$ cat src/rtl/mod_dadda_mul_pkg.sv
// Shared types and helpers for the Booth / Dadda mantissa multipliers.
// Holds the sequencer state type, the signed Booth digit type and the digit table.
package mod_dadda_mul_pkg;

    typedef enum logic [1:0] {
        ST_IDLE,
        ST_BUSY,
        ST_DONE
    } mul_state_t;

    // Radix-4 Booth digit, range -2..+2
    typedef logic signed [2:0] booth_digit_t;

    // Number of radix-4 digits needed for an unsigned nbit multiplier
    function automatic int ndig_of(input int nbit);
        return (nbit + 2) / 2;
    endfunction

    // Triple is {b[2i+1], b[2i], b[2i-1]}
    function automatic booth_digit_t booth_digit(input logic [2:0] trip);
        booth_digit_t d;
        d = 3'b000;
        unique case (trip)
            3'b000, 3'b111: d = 3'b000;
            3'b001, 3'b010: d = 3'b001;
            3'b011:         d = 3'b010;
            3'b100:         d = 3'b110;
            3'b101, 3'b110: d = 3'b111;
        endcase
        return d;
    endfunction

endpackage

$ cat src/rtl/booth_digit_sel.sv
// Single-row Booth digit selector: maps a bit triple and A to d*A.
// Ports: triple (3b), a (NBIT, unsigned) -> mult (NBIT+2, signed).
module booth_digit_sel
    import mod_dadda_mul_pkg::*;
#(
    parameter int NBIT = 11
) (
    input  logic [2:0]             triple,
    input  logic [NBIT-1:0]        a,
    output logic signed [NBIT+1:0] mult
);

    logic signed [NBIT+1:0] a1;
    logic signed [NBIT+1:0] a2;
    booth_digit_t           d;

    // Zero-extended A and 2A; the extra top bit keeps 2A positive so
    // negation sign-extends correctly even when A's MSB is set.
    assign a1 = {2'b00, a};
    assign a2 = {1'b0, a, 1'b0};
    assign d  = booth_digit(triple);

    always_comb begin
        mult = '0;
        unique case (d)
            3'b001:  mult = a1;
            3'b010:  mult = a2;
            3'b111:  mult = -a1;
            3'b110:  mult = -a2;
            default: mult = '0;
        endcase
    end

endmodule

$ cat src/rtl/booth_seq_mul_ctrl.sv
// Sequential radix-4 Booth multiplier: one digit per cycle into a 2*NBIT acc.
// Ports: clk, rst_n, in_valid/in_ready + a_i/b_i, flush, out_valid/out_ready + prod_o, busy.
module booth_seq_mul_ctrl
    import mod_dadda_mul_pkg::*;
#(
    parameter int NBIT = 11
) (
    input  logic              clk,
    input  logic              rst_n,
    input  logic              in_valid,
    output logic              in_ready,
    input  logic [NBIT-1:0]   a_i,
    input  logic [NBIT-1:0]   b_i,
    input  logic              flush,
    output logic              out_valid,
    input  logic              out_ready,
    output logic [2*NBIT-1:0] prod_o,
    output logic              busy
);

    localparam int NDIG = ndig_of(NBIT);
    localparam int CW   = (NDIG > 1) ? $clog2(NDIG) : 1;
    localparam int PW   = 2 * NBIT;
    localparam int BW   = 2 * NDIG + 1;
    localparam logic [CW-1:0] LAST = CW'(NDIG - 1);

    mul_state_t             state;
    logic [NBIT-1:0]        a_q;
    logic [NBIT-1:0]        b_q;
    logic [PW-1:0]          acc;
    logic [CW-1:0]          cnt;

    logic [BW-1:0]          b_ext;
    logic [2:0]             triple;
    logic signed [NBIT+1:0] mult;
    logic [PW-1:0]          mult_ext;
    logic [PW-1:0]          addend;
    logic [PW-1:0]          acc_nxt;

    // B with an implicit b[-1]=0 below and zero padding above
    assign b_ext  = {{(BW-NBIT-1){1'b0}}, b_q, 1'b0};
    assign triple = 3'(b_ext >> {cnt, 1'b0});

    booth_digit_sel #(
        .NBIT (NBIT)
    ) u_sel (
        .triple (triple),
        .a      (a_q),
        .mult   (mult)
    );

    // Negative multiples wrap mod 2^PW; the total is exact since A*B < 2^PW
    assign mult_ext = {{(PW-NBIT-2){mult[NBIT+1]}}, mult};
    assign addend   = mult_ext << {cnt, 1'b0};
    assign acc_nxt  = acc + addend;

    always_ff @(posedge clk or negedge rst_n) begin
        if (!rst_n) begin
            state     <= ST_IDLE;
            a_q       <= '0;
            b_q       <= '0;
            acc       <= '0;
            cnt       <= '0;
            prod_o    <= '0;
            in_ready  <= 1'b1;
            out_valid <= 1'b0;
            busy      <= 1'b0;
        end else if (flush) begin
            state     <= ST_IDLE;
            acc       <= '0;
            cnt       <= '0;
            in_ready  <= 1'b1;
            out_valid <= 1'b0;
            busy      <= 1'b0;
        end else begin
            unique case (state)
                ST_IDLE: begin
                    if (in_valid) begin
                        a_q      <= a_i;
                        b_q      <= b_i;
                        acc      <= '0;
                        cnt      <= '0;
                        state    <= ST_BUSY;
                        in_ready <= 1'b0;
                        busy     <= 1'b1;
                    end
                end
                ST_BUSY: begin
                    acc <= acc_nxt;
                    cnt <= cnt + 1'b1;
                    if (cnt == LAST) begin
                        prod_o    <= acc_nxt;
                        out_valid <= 1'b1;
                        state     <= ST_DONE;
                    end
                end
                ST_DONE: begin
                    if (out_ready) begin
                        out_valid <= 1'b0;
                        state     <= ST_IDLE;
                        in_ready  <= 1'b1;
                        busy      <= 1'b0;
                    end
                end
                default: state <= ST_IDLE;
            endcase
        end
    end

endmodule

$ cat config.mk
export PLATFORM = sky130hd
export DESIGN_NAME = booth_seq_mul_ctrl
export DESIGN_NICKNAME = d
export VERILOG_FILES = /design/src/rtl/mod_dadda_mul_pkg.sv /design/src/rtl/booth_digit_sel.sv /design/src/rtl/booth_seq_mul_ctrl.sv
export SDC_FILE = /design/constraint.sdc
export NUM_CORES = 1
export LEC_CHECK = 0
export BUFFER_PORTS_ARGS = -buffer_cell sky130_fd_sc_hd__clkbuf_2
export CORE_ASPECT_RATIO = 0.5
export CORE_MARGIN = 2
export CORE_UTILIZATION = 40
export CTS_BUF_LIST = sky130_fd_sc_hd__clkbuf_8
export CTS_CLUSTER_DIAMETER = 200
export CTS_CLUSTER_SIZE = 30
export DETAILED_ROUTE_END_ITERATION = 7
export PLACE_DENSITY = 0.57
export SLEW_MARGIN = 20
export SYNTH_ARGS = -nofsm -noshare
export SYNTH_HDL_FRONTEND = slang
export SYNTH_SLANG_ARGS = --single-unit
$ cat constraint.sdc
create_clock -name clk -period 15.2 [get_ports clk]
set_input_delay 0.76 -clock clk [delete_from_list [all_inputs] [get_ports clk]]
set_output_delay 0.76 -clock clk [all_outputs]
set_load 0.02 [all_outputs]
Word level (Yosys, flattened, before mapping)
Memory sizes are Yosys's and may differ from the RTL's.
Index checks and enable logic that the tools add are counted.
{"block": "totals", "rom_bits": 24, "n_memories": 1, "output_inout_bits": 25, "regBits": 74}
{"name": "(name not given)", "words": 8, "width": 3, "rd": 1, "rd_clocked_by_memory_dff": 0, "write_ports": 0, "line": "mod_dadda_mul_pkg.sv:23", "source": "unique case (trip)"}
{"block": "classes", "n_eq_ne": 10, "n_shift": 2, "reduce_logical": 10, "n_addsub": 4, "n_bitwise": 1, "mux": 23}
{"cell": "$pmux 13 s4", "count": 1}
{"cell": "$mux 22", "count": 2}
{"cell": "$pmux 22 s2", "count": 1}
{"cell": "$add 22x22->22", "count": 1}
{"cell": "$shl 22x4->22", "count": 1}
{"cell": "$reduce_and 3->1", "count": 5}
{"cell": "$neg 11->13", "count": 1}
{"cell": "$neg 12->13", "count": 1}
{"cell": "$shr 12x4->3", "count": 1}
{"cell": "$eq 3x3->1 const B", "count": 3}
{"cell": "$ne 3x3->1 const B", "count": 3}
{"cell": "$reduce_bool 3->1", "count": 3}
{"cell": "$mux 1", "count": 8}
{"cell": "$mux 2", "count": 4}
{"cell": "$mux 3", "count": 2}
{"cell": "$pmux 1 s2", "count": 3}
{"cell": "$pmux 2 s3", "count": 1}
{"cell": "$pmux 3 s2", "count": 1}
{"cell": "$add 3x1->3 const B", "count": 1}
{"cell": "$eq 3x1->1 const B", "count": 1}
{"cell": "$eq 3x2->1 const B", "count": 1}
{"cell": "$eq 2x1->1 const B", "count": 1}
{"cell": "$eq 2x2->1 const B", "count": 1}
{"cell": "$logic_not 2->1", "count": 1}
{"cell": "2 further kinds", "count": 2}

Longest topological paths before layout
Gate-level depths: netlist (run 1).
An unclocked memory read counts as a cell.
{"block": "depth", "ltp_word": 8, "ltp_mapped": 27}

Modules after synthesis
Synthesis (run 1) repeated with hierarchy kept, for this count alone.
{"block": "hier_totals", "hier_cells": 601, "area_unflattened_um2": 5240.0}
{"mod": "booth_seq_mul_ctrl", "area_each_um2": 4531.8, "cells_per_inst": 488, "n_inst": 1}
{"mod": "booth_digit_sel", "area_each_um2": 708.2, "cells_per_inst": 113, "n_inst": 1}

Worst setup path before layout (run 1)
No wires, ideal clock.
{"block": "synth_timing", "path_kind": "flip-flop to flip-flop", "startpoint": "register cnt[0]", "endpoint": "register prod_o[21]", "path_stages_with_launch": 26, "t_arrival_ns": 5.095, "t_required_ns": 15.069, "slack_ns": 9.974, "path_cell_list": "dfrtp_1 > clkbuf_1 > mux4_2 > inv_1 > o22ai_1 > ha_1 > ha_1 > or4b_2 > a31oi_1 > a221o_1 > nor3_1 > o21ba_2 > nand2_1 > o21ai_0 > inv_1 > o22ai_1 > ha_1 > nand3_1 > nor2_1 > nand2_1 > o21ai_0 > nand3_1 > a31oi_1 > xor2_1 > xor2_1 > o21ai_1"}
{"block": "synth_via", "elab_chain_cells": 6, "word_cells_on_any_way": 11}
{"item": "from (decl)", "line": "booth_seq_mul_ctrl.sv:31", "source": "logic [CW-1:0] cnt;"}
{"item": "from (signal assigned)", "line": "booth_seq_mul_ctrl.sv:90", "source": "cnt <= cnt + 1'b1;"}
{"item": "$shr 12x4->3", "line": "booth_seq_mul_ctrl.sv:42", "source": "assign triple = 3'(b_ext >> {cnt, 1'b0});"}
{"item": "$mem_v2 8x3"}
{"item": "$eq 3x3->1, or another cell as far along", "line": "booth_digit_sel.sv:25", "source": "unique case (d)"}
{"item": "$pmux 13 s4", "line": "booth_digit_sel.sv:25"}
{"item": "$shl 22x4->22", "line": "booth_seq_mul_ctrl.sv:54", "source": "assign addend = mult_ext << {cnt, 1'b0};"}
{"item": "$add 22x22->22", "line": "booth_seq_mul_ctrl.sv:55", "source": "assign acc_nxt = acc + addend;"}
{"item": "to (signal assigned)", "line": "booth_seq_mul_ctrl.sv:92", "source": "prod_o <= acc_nxt;"}
{"item": "to (decl)", "line": "booth_seq_mul_ctrl.sv:17", "source": "output logic [2*NBIT-1:0] prod_o,"}
Several ways; a longest one is shown, not always the timed one.
A chain may end at the register's enable or synchronous reset.

Worst setup path in the final report (run 1)
{"block": "layout_timing", "startpoint": "register cnt[1]", "endpoint": "register prod_o[21]"}
The elaborated chain is that of the path after synthesis.

==> flow_summary.yaml, run 1 <==
sta:
  tns_ns: 0
  whs_ns: 0.476
  hold_violations: 0
  max_freq_mhz: 152
  period_share_pct: 43.3
  slew_violations: 0
  relSlewSlack_pct: 36.9
  rsz0062_at_grt: "no"
  fin_crit_ns: 6.58
  fin_skew_ns: 0.0159
  worst_slew_pin_slew_ns: 0.946
  setup_viol: 0
clocking:
  clockBufferDepth: 2
  htreeDepth: 3
  ctsResizeCount: 0
  cts_setup_buffers: 0
  cts_buffers: 9
  holdBufCountCts: 0
  root_buffer: "clkbuf_8"
  path_clk_slew_ns: 0.09
  cts_tree: "done"
  cts.sinks: 74
  clk_latency_ns: 0.37
setup_path:
  crit_slowest_cell: "dfrtp_1"
  end_kind: "flip-flop"
  crit_family: "compound AO/OA/AOI/OAI gates"
  slowest_delay_ns: 0.82
  cp_cell_sequence: "inv_1, nand2_1, o22ai_1, ha_1, inv_1, ha_1, nor2b_1, a22o_1, a21oi_1, nor2_1, a21oi_1, mux2i_1, nor2b_1, ha_1, nand3_1, o211ai_1, a21oi_1, o21ai_0, nand3_1, a31oi_1, xor2_1, xor2_1, o21ai_1"
  arrival_ns: 6.82
  path_class: "flip-flop to flip-flop"
  cp_num_buf_inv: 2
  start_kind: "flip-flop"
  crit_fanout: 26
  worstPathRequired_ns: 15.43
yosys:
  synth-main-ff-cell: "dfrtp_1"
  ys_seq_elements: 74
  netlist_area_um2: 4990
  synthTopCellsByArea: "dfrtp_1 37%, ha_1 6.8%, nand2_1 6.0%, mux2_2 5.9%, a21oi_1 4.6%"
  ys_warn_count: 0
  synthArstFlopShare_pct: 100
  yosys.area.top_type: "dfrtp_1"
  synth_edf_count: 0
  synth.most_common_cell: "nand2_1"
  synth_area_per_cell_um2: 8.95
  synth_cell_types: 58
  syn-num-nets: 612
  syn-instance-count: 557
  synth_seq_area_share_pct: 37.2
  netlist_top_cells_count: "80 x nand2_1, 73 x dfrtp_1, 46 x a21oi_1, 40 x nor2_1, 29 x clkbuf_1"
  yosysTopAreaCellShare_pct: 36.6
floorplan:
  ios: 52
  start_util_pct: 41.6
  chipHeight_um: 82.9
  rows: 28
  die_w_um: 162
  die_area_um2: 13400
  coreArea_um2: 12000
final_layout:
  fill_cells: 1178
  areaGrowthSynthToFinish_pct: 12.1
  nets: 645
  drive_gt1_share_pct: 18.5
  n_antenna_cell: 0
placed_design:
  dp_hpwl_um: 8460
  gp_congestion: 0.870
  portBuffers: 51
run_status:
  status: "complete, no violations"
global_route:
  busiest_layer: "met1"
  grt_pass1_wl_um: 19900
  grt_util_met3_pct: 3.80
  grt_overflow: 0
  use_met2_pct: 25.8
  grtUsageTotal_pct: 18.4
  first_global_vias: 3808
  grtUsageMet1_pct: 28.7
  grt_max_degree: 75
  antenna_found_initial: 0
drt:
  dr_total_vias: 4136
  wl_per_cell_um: 15.6
  firstDrtPassIters: 4
  drt_iter0_markers: 215
  post-route-drc-count: 0
  ant_nets: 0
  viasPerCell: 5.44
  wirelength_um: 11900
power:
  ir_worst_vdd_v: 0.0000575
  power_leakage_nw: 2.75
  powerDensity_nw_per_um2: 155
flow_run:
  maxCapViolations: 0
min_path:
  hp-class: "flip-flop to flip-flop"
[routing by layer]
layer  vias up  part of all wire [%]
met3         9                   4.1
li1       2062                     -
met4         0                  0.96
met1      1979                    54
met2        86                    41
met5         -                     0
[layout by cell type (no fill, tap or decap), types with 15 or more instances in the layout]
master / n
o21ai_0: 24
ha_1: 27
mux2_2: 26
a21oi_1: 46
a22o_1: 19
nor2_1: 40
a21o_1: 18
inv_1: 18
dfrtp_1: 73
clkbuf_2: 50
nand2_1: 80
xor2_1: 15
[through the flow]
step | std cells | worst slack (ns) | cell area, µm² | power (mW) | util (%)
2_1_floorplan | 557 | 9.97 | 4990 | 0.590 | -
3_3_place_gp | 744 | 8.85 | 5360 | 0.688 | 44.7
3_5_place_dp | 744 | 8.71 | 5360 | 0.690 | 44.7
4_1_cts | 760 | 8.69 | 5590 | 0.872 | 46.6
5_1_grt | 760 | 7.92 | 5590 | 0.938 | 46.6
6_report | 760 | 8.62 | 5590 | 0.869 | 46.6
[worst min-delay path: cells and delay by family, from the launching register on]
kind	cells	cell delay (ns)
flip-flops	1	0.34
AND/OR/NAND/NOR	2	0.11
[kinds of logic (layout without fill, tap and decap cells)]
group / count (synthesis) / after routing / synth area share (%)
multiplexers: 42 / 42 / 9.69
flip-flops: 74 / 74 / 37.2
XOR/XNOR: 28 / 28 / 4.92
AO/OA/AOI/OAI: 156 / 156 / 20.9
adder cells (fa/ha/maj): 28 / 28 / 7.18
AND/OR/NAND/NOR: 176 / 176 / 16.0
buffers and inverters: 53 / 91 / 4.19
[final timing paths]
kind                                       start                      to  cells after the start  slack, ns
max in group asynchronous                  rst_n      cnt[0]$_DFFE_PN0P_                      1      14.05
max                           cnt[1]$_DFFE_PN0P_  prod_o[21]$_DFFE_PN0P_                     23       8.62
max reg2reg                   cnt[1]$_DFFE_PN0P_  prod_o[21]$_DFFE_PN0P_                     23       8.62
min reg2reg                prod_o[0]$_DFFE_PN0P_   prod_o[0]$_DFFE_PN0P_                      2       0.48
min                        prod_o[0]$_DFFE_PN0P_   prod_o[0]$_DFFE_PN0P_                      2       0.48
min in group asynchronous                  rst_n      a_q[7]$_DFFE_PN0P_                      1       0.54
[registers in the layout, indices dropped and copies added (netlist names)]
signal     flops
busy           1
a_q           11
cnt            3
prod_o        22
state          2
b_q           11
out_valid      1
in_ready       1
acc           22
[where the power goes]
group	leakage [nW]	switching [mW]	total, mW	internal, mW
Sequential	0.973	0.0301	0.253	0.223
Combinational	1.67	0.258	0.438	0.180
Clock	0.112	0.0806	0.178	0.0972
Total	2.75	0.369	0.869	0.500
[layout make-up]
type	instances	area [µm²]	share of cell area (%)
clock buffer	10	138	2.46
clock inverter	6	90.1	1.61
inverter	19	71.3	1.28
multi-input combinational	430	2930	52.5
sequential	74	1850	33.2
tap	165	206	3.69
timing repair buffer	56	295	5.28
Power figures use the tool's default switching activity.
==> inputs of run 2 (changes only) <==
--- a/config.mk
+++ b/config.mk
@@ -5,6 +5,7 @@
 export SDC_FILE = /design/constraint.sdc
 export NUM_CORES = 1
 export LEC_CHECK = 0
+export ABC_AREA = 1
 export BUFFER_PORTS_ARGS = -buffer_cell sky130_fd_sc_hd__clkbuf_2
 export CORE_ASPECT_RATIO = 0.5
 export CORE_MARGIN = 2
==> constraint.sdc (replaced) <==
create_clock -name clk -period 6.71 [get_ports clk]
set_input_delay 0.3355 -clock clk [delete_from_list [all_inputs] [get_ports clk]]
set_output_delay 0.3355 -clock clk [all_outputs]
set_load 0.02 [all_outputs]
==> run 2 against run 1 <==
Power rose by 140%; non-clock buffer count fell by 2; core utilization fell by 1.2 points; setup slack got worse by 7.2 ns; sequential share of layout area is 1.2 points lower; cell area rose by 3.6%; worst hold slack worse by 0.35 ns; die area up 4.9%; area after synthesis up 5.1%; via count rose by 21%; largest power group unchanged.
==> flow_summary.yaml, run 2 <==
setup_path:
  slowest_delay_ns: 0.90
  path_class: "flip-flop to flip-flop"
  ff2ff_path_depth: 20
  worstPathRequired_ns: 6.99
  crit_slowest_cell: "dfrtp_1"
  crit_top_cell: "nand2_1"
  crit_fanout: 27
  arrival_ns: 5.55
  path_depth: 20
  start_kind: "flip-flop"
  cp_cell_sequence: "inv_1, nand2_1, o21ai_0, ha_1, ha_1, nand3_1, inv_1, a221oi_1, nand2_1, nand2_1, inv_2, nand2_2, a31oi_1, ha_1, nand2_1, nor4_1, nand4_1, nand4_1, nand3_1, o21ai_0"
  end_kind: "flip-flop"
  crit_family: "simple AND/OR/NAND/NOR gates"
  cp_num_buf_inv: 3
final_layout:
  n_antenna_cell: 0
  layout_common_cells: "239 x nand2_1, 73 x dfrtp_1, 64 x nand3_1"
  final_common_cell: "nand2_1"
  fill_cells: 1370
  nets: 844
  areaGrowthSynthToFinish_pct: 10.6
  drive_gt1_share_pct: 12.3
  top_regs: "acc: 22 flops, prod_o: 22 flops"
power:
  powerDensity_nw_per_um2: 354
  ir_worst_vdd_v: 0.000122
  total_power_mw: 2.05
  power_leakage_nw: 3.02
yosys:
  synth_cell_types: 48
  synthArstFlopShare_pct: 100
  ys_seq_elements: 74
  syn-num-nets: 802
  synth.most_common_cell: "nand2_1"
  yosys.area.top_type: "dfrtp_1"
  synthTopCellsByArea: "dfrtp_1 35%, nand2_1 17%, ha_1 6.4%, nand3_1 6.1%, o21ai_0 5.1%"
  synth_edf_count: 0
  synth_area_per_cell_um2: 7.01
  syn-instance-count: 747
  synth-main-ff-cell: "dfrtp_1"
  ys_warn_count: 0
  yosysTopAreaCellShare_pct: 34.9
  netlist_area_um2: 5240
  synth_seq_area_share_pct: 35.4
  netlist_top_cells_count: "239 x nand2_1, 73 x dfrtp_1, 64 x nand3_1, 60 x inv_1, 53 x o21ai_0"
clocking:
  ctsResizeCount: 0
  holdBufCountCts: 0
  cts_setup_buffers: 0
  path_clk_slew_ns: 0.08
  clk_latency_ns: 0.36
  cts_buffers: 9
  htreeDepth: 3
  clockBufferDepth: 2
  root_buffer: "clkbuf_8"
  cts_tree: "done"
  cts.sinks: 74
placed_design:
  portBuffers: 51
  gp_congestion: 0.919
  dp_hpwl_um: 10900
sta:
  fin_skew_ns: 0.0102
  period_share_pct: 78.6
  max_freq_mhz: 190
  relSlewSlack_pct: 35.7
  tns_ns: 0
  rsz0062_at_grt: "no"
  setup_viol: 0
  worst_slew_pin_slew_ns: 0.964
  slew_violations: 0
  hold_violations: 0
  fin_crit_ns: 5.28
drt:
  ant_nets: 0
  wl_per_cell_um: 14.8
  drt_iter0_markers: 387
  post-route-drc-count: 0
  dr_total_vias: 5015
  viasPerCell: 5.20
  firstDrtPassIters: 5
  wirelength_um: 14300
run_status:
  status: "complete, no violations"
floorplan:
  ios: 52
  rows: 29
  coreArea_um2: 12700
  die_area_um2: 14100
  die_w_um: 166
  start_util_pct: 41.1
  chipHeight_um: 84.9
global_route:
  grt_max_degree: 75
  antenna_found_initial: 0
  grt_pass1_wl_um: 24300
  grt_overflow: 0
  first_global_vias: 4804
  grtUsageTotal_pct: 21.4
flow_run:
  maxCapViolations: 0
min_path:
  hp-class: "input pin to asynchronous set/reset pin"
run 2: worst paths after layout:
kind / startpoint / to / slack [ns]
min in group clk: b_i[5] / b_q[5]$_DFFE_PN0P_ / 0.17
max in group asynchronous: rst_n / prod_o[13]$_DFFE_PN0P_ / 5.95
setup reg to reg: cnt[2]$_DFFE_PN0P_ / prod_o[19]$_DFFE_PN0P_ / 1.43
hold reg to reg: in_ready$_DFFE_PN1P_ / in_ready$_DFFE_PN1P_ / 0.47
setup / recovery: cnt[2]$_DFFE_PN0P_ / prod_o[19]$_DFFE_PN0P_ / 1.43
hold / removal: rst_n / a_q[1]$_DFFE_PN0P_ / 0.12
run 2: logic make-up after synthesis:
group | count (synthesis) | synth area share (%)
and+or+nand+nor | 404 | 34.0
AOI/OAI and AO/OA | 138 | 14.9
buffers and inverters | 90 | 6.78
DFF | 74 | 35.4
adders and majority gates | 28 | 6.83
xor gates and xnor gates | 13 | 2.17
run 2: cell type report:
| type | instances | area [µm²] | area share [%] |
|---|---|---|---|
| inverters | 67 | 251 | 4.34 |
| multi-input cells | 583 | 3030 | 52.3 |
| clock buffers | 10 | 138 | 2.38 |
| clock inverters | 6 | 26.3 | 0.454 |
| well taps | 170 | 213 | 3.67 |
| flip-flops and latches | 74 | 1850 | 32.0 |
| repair buffers | 54 | 280 | 4.84 |
run 2: report_power, final:
group	total [mW]	leakage (nW)	internal (mW)	switching (mW)
combinational	1.15	1.96	0.376	0.775
clock	0.312	0.0996	0.139	0.173
sequential	0.588	0.958	0.526	0.0615
total	2.05	3.02	1.04	1.01
run 2: metrics by stage:
| stage | std cells | instance area, µm² | setup slack, ns | hold slack [ns] | utilization (%) |
|---|---|---|---|---|---|
| CTS | 964 | 5790 | 1.53 | 0.160 | 45.5 |
| floorplan | 747 | 5240 | 2.66 | 0.0399 | - |
| global route | 964 | 5790 | 0.918 | 0.168 | 45.5 |
| detailed placement | 948 | 5630 | 1.54 | 0.458 | 44.2 |
| finish | 964 | 5790 | 1.43 | 0.122 | 45.5 |
| global placement | 948 | 5630 | 1.64 | 0.456 | 44.2 |
run 2: per-layer routing:
| layer | vias to the layer above | track usage [%] | wire length [µm] |
|---|---|---|---|
| met5 | - | 0 | 0 |
| met2 | 124 | 32.6 | 5980 |
| met1 | 2312 | 31.4 | 7310 |
| met3 | 16 | 4.34 | 823 |
| li1 | 2563 | - | - |
| met4 | 0 | 4.43 | 159 |
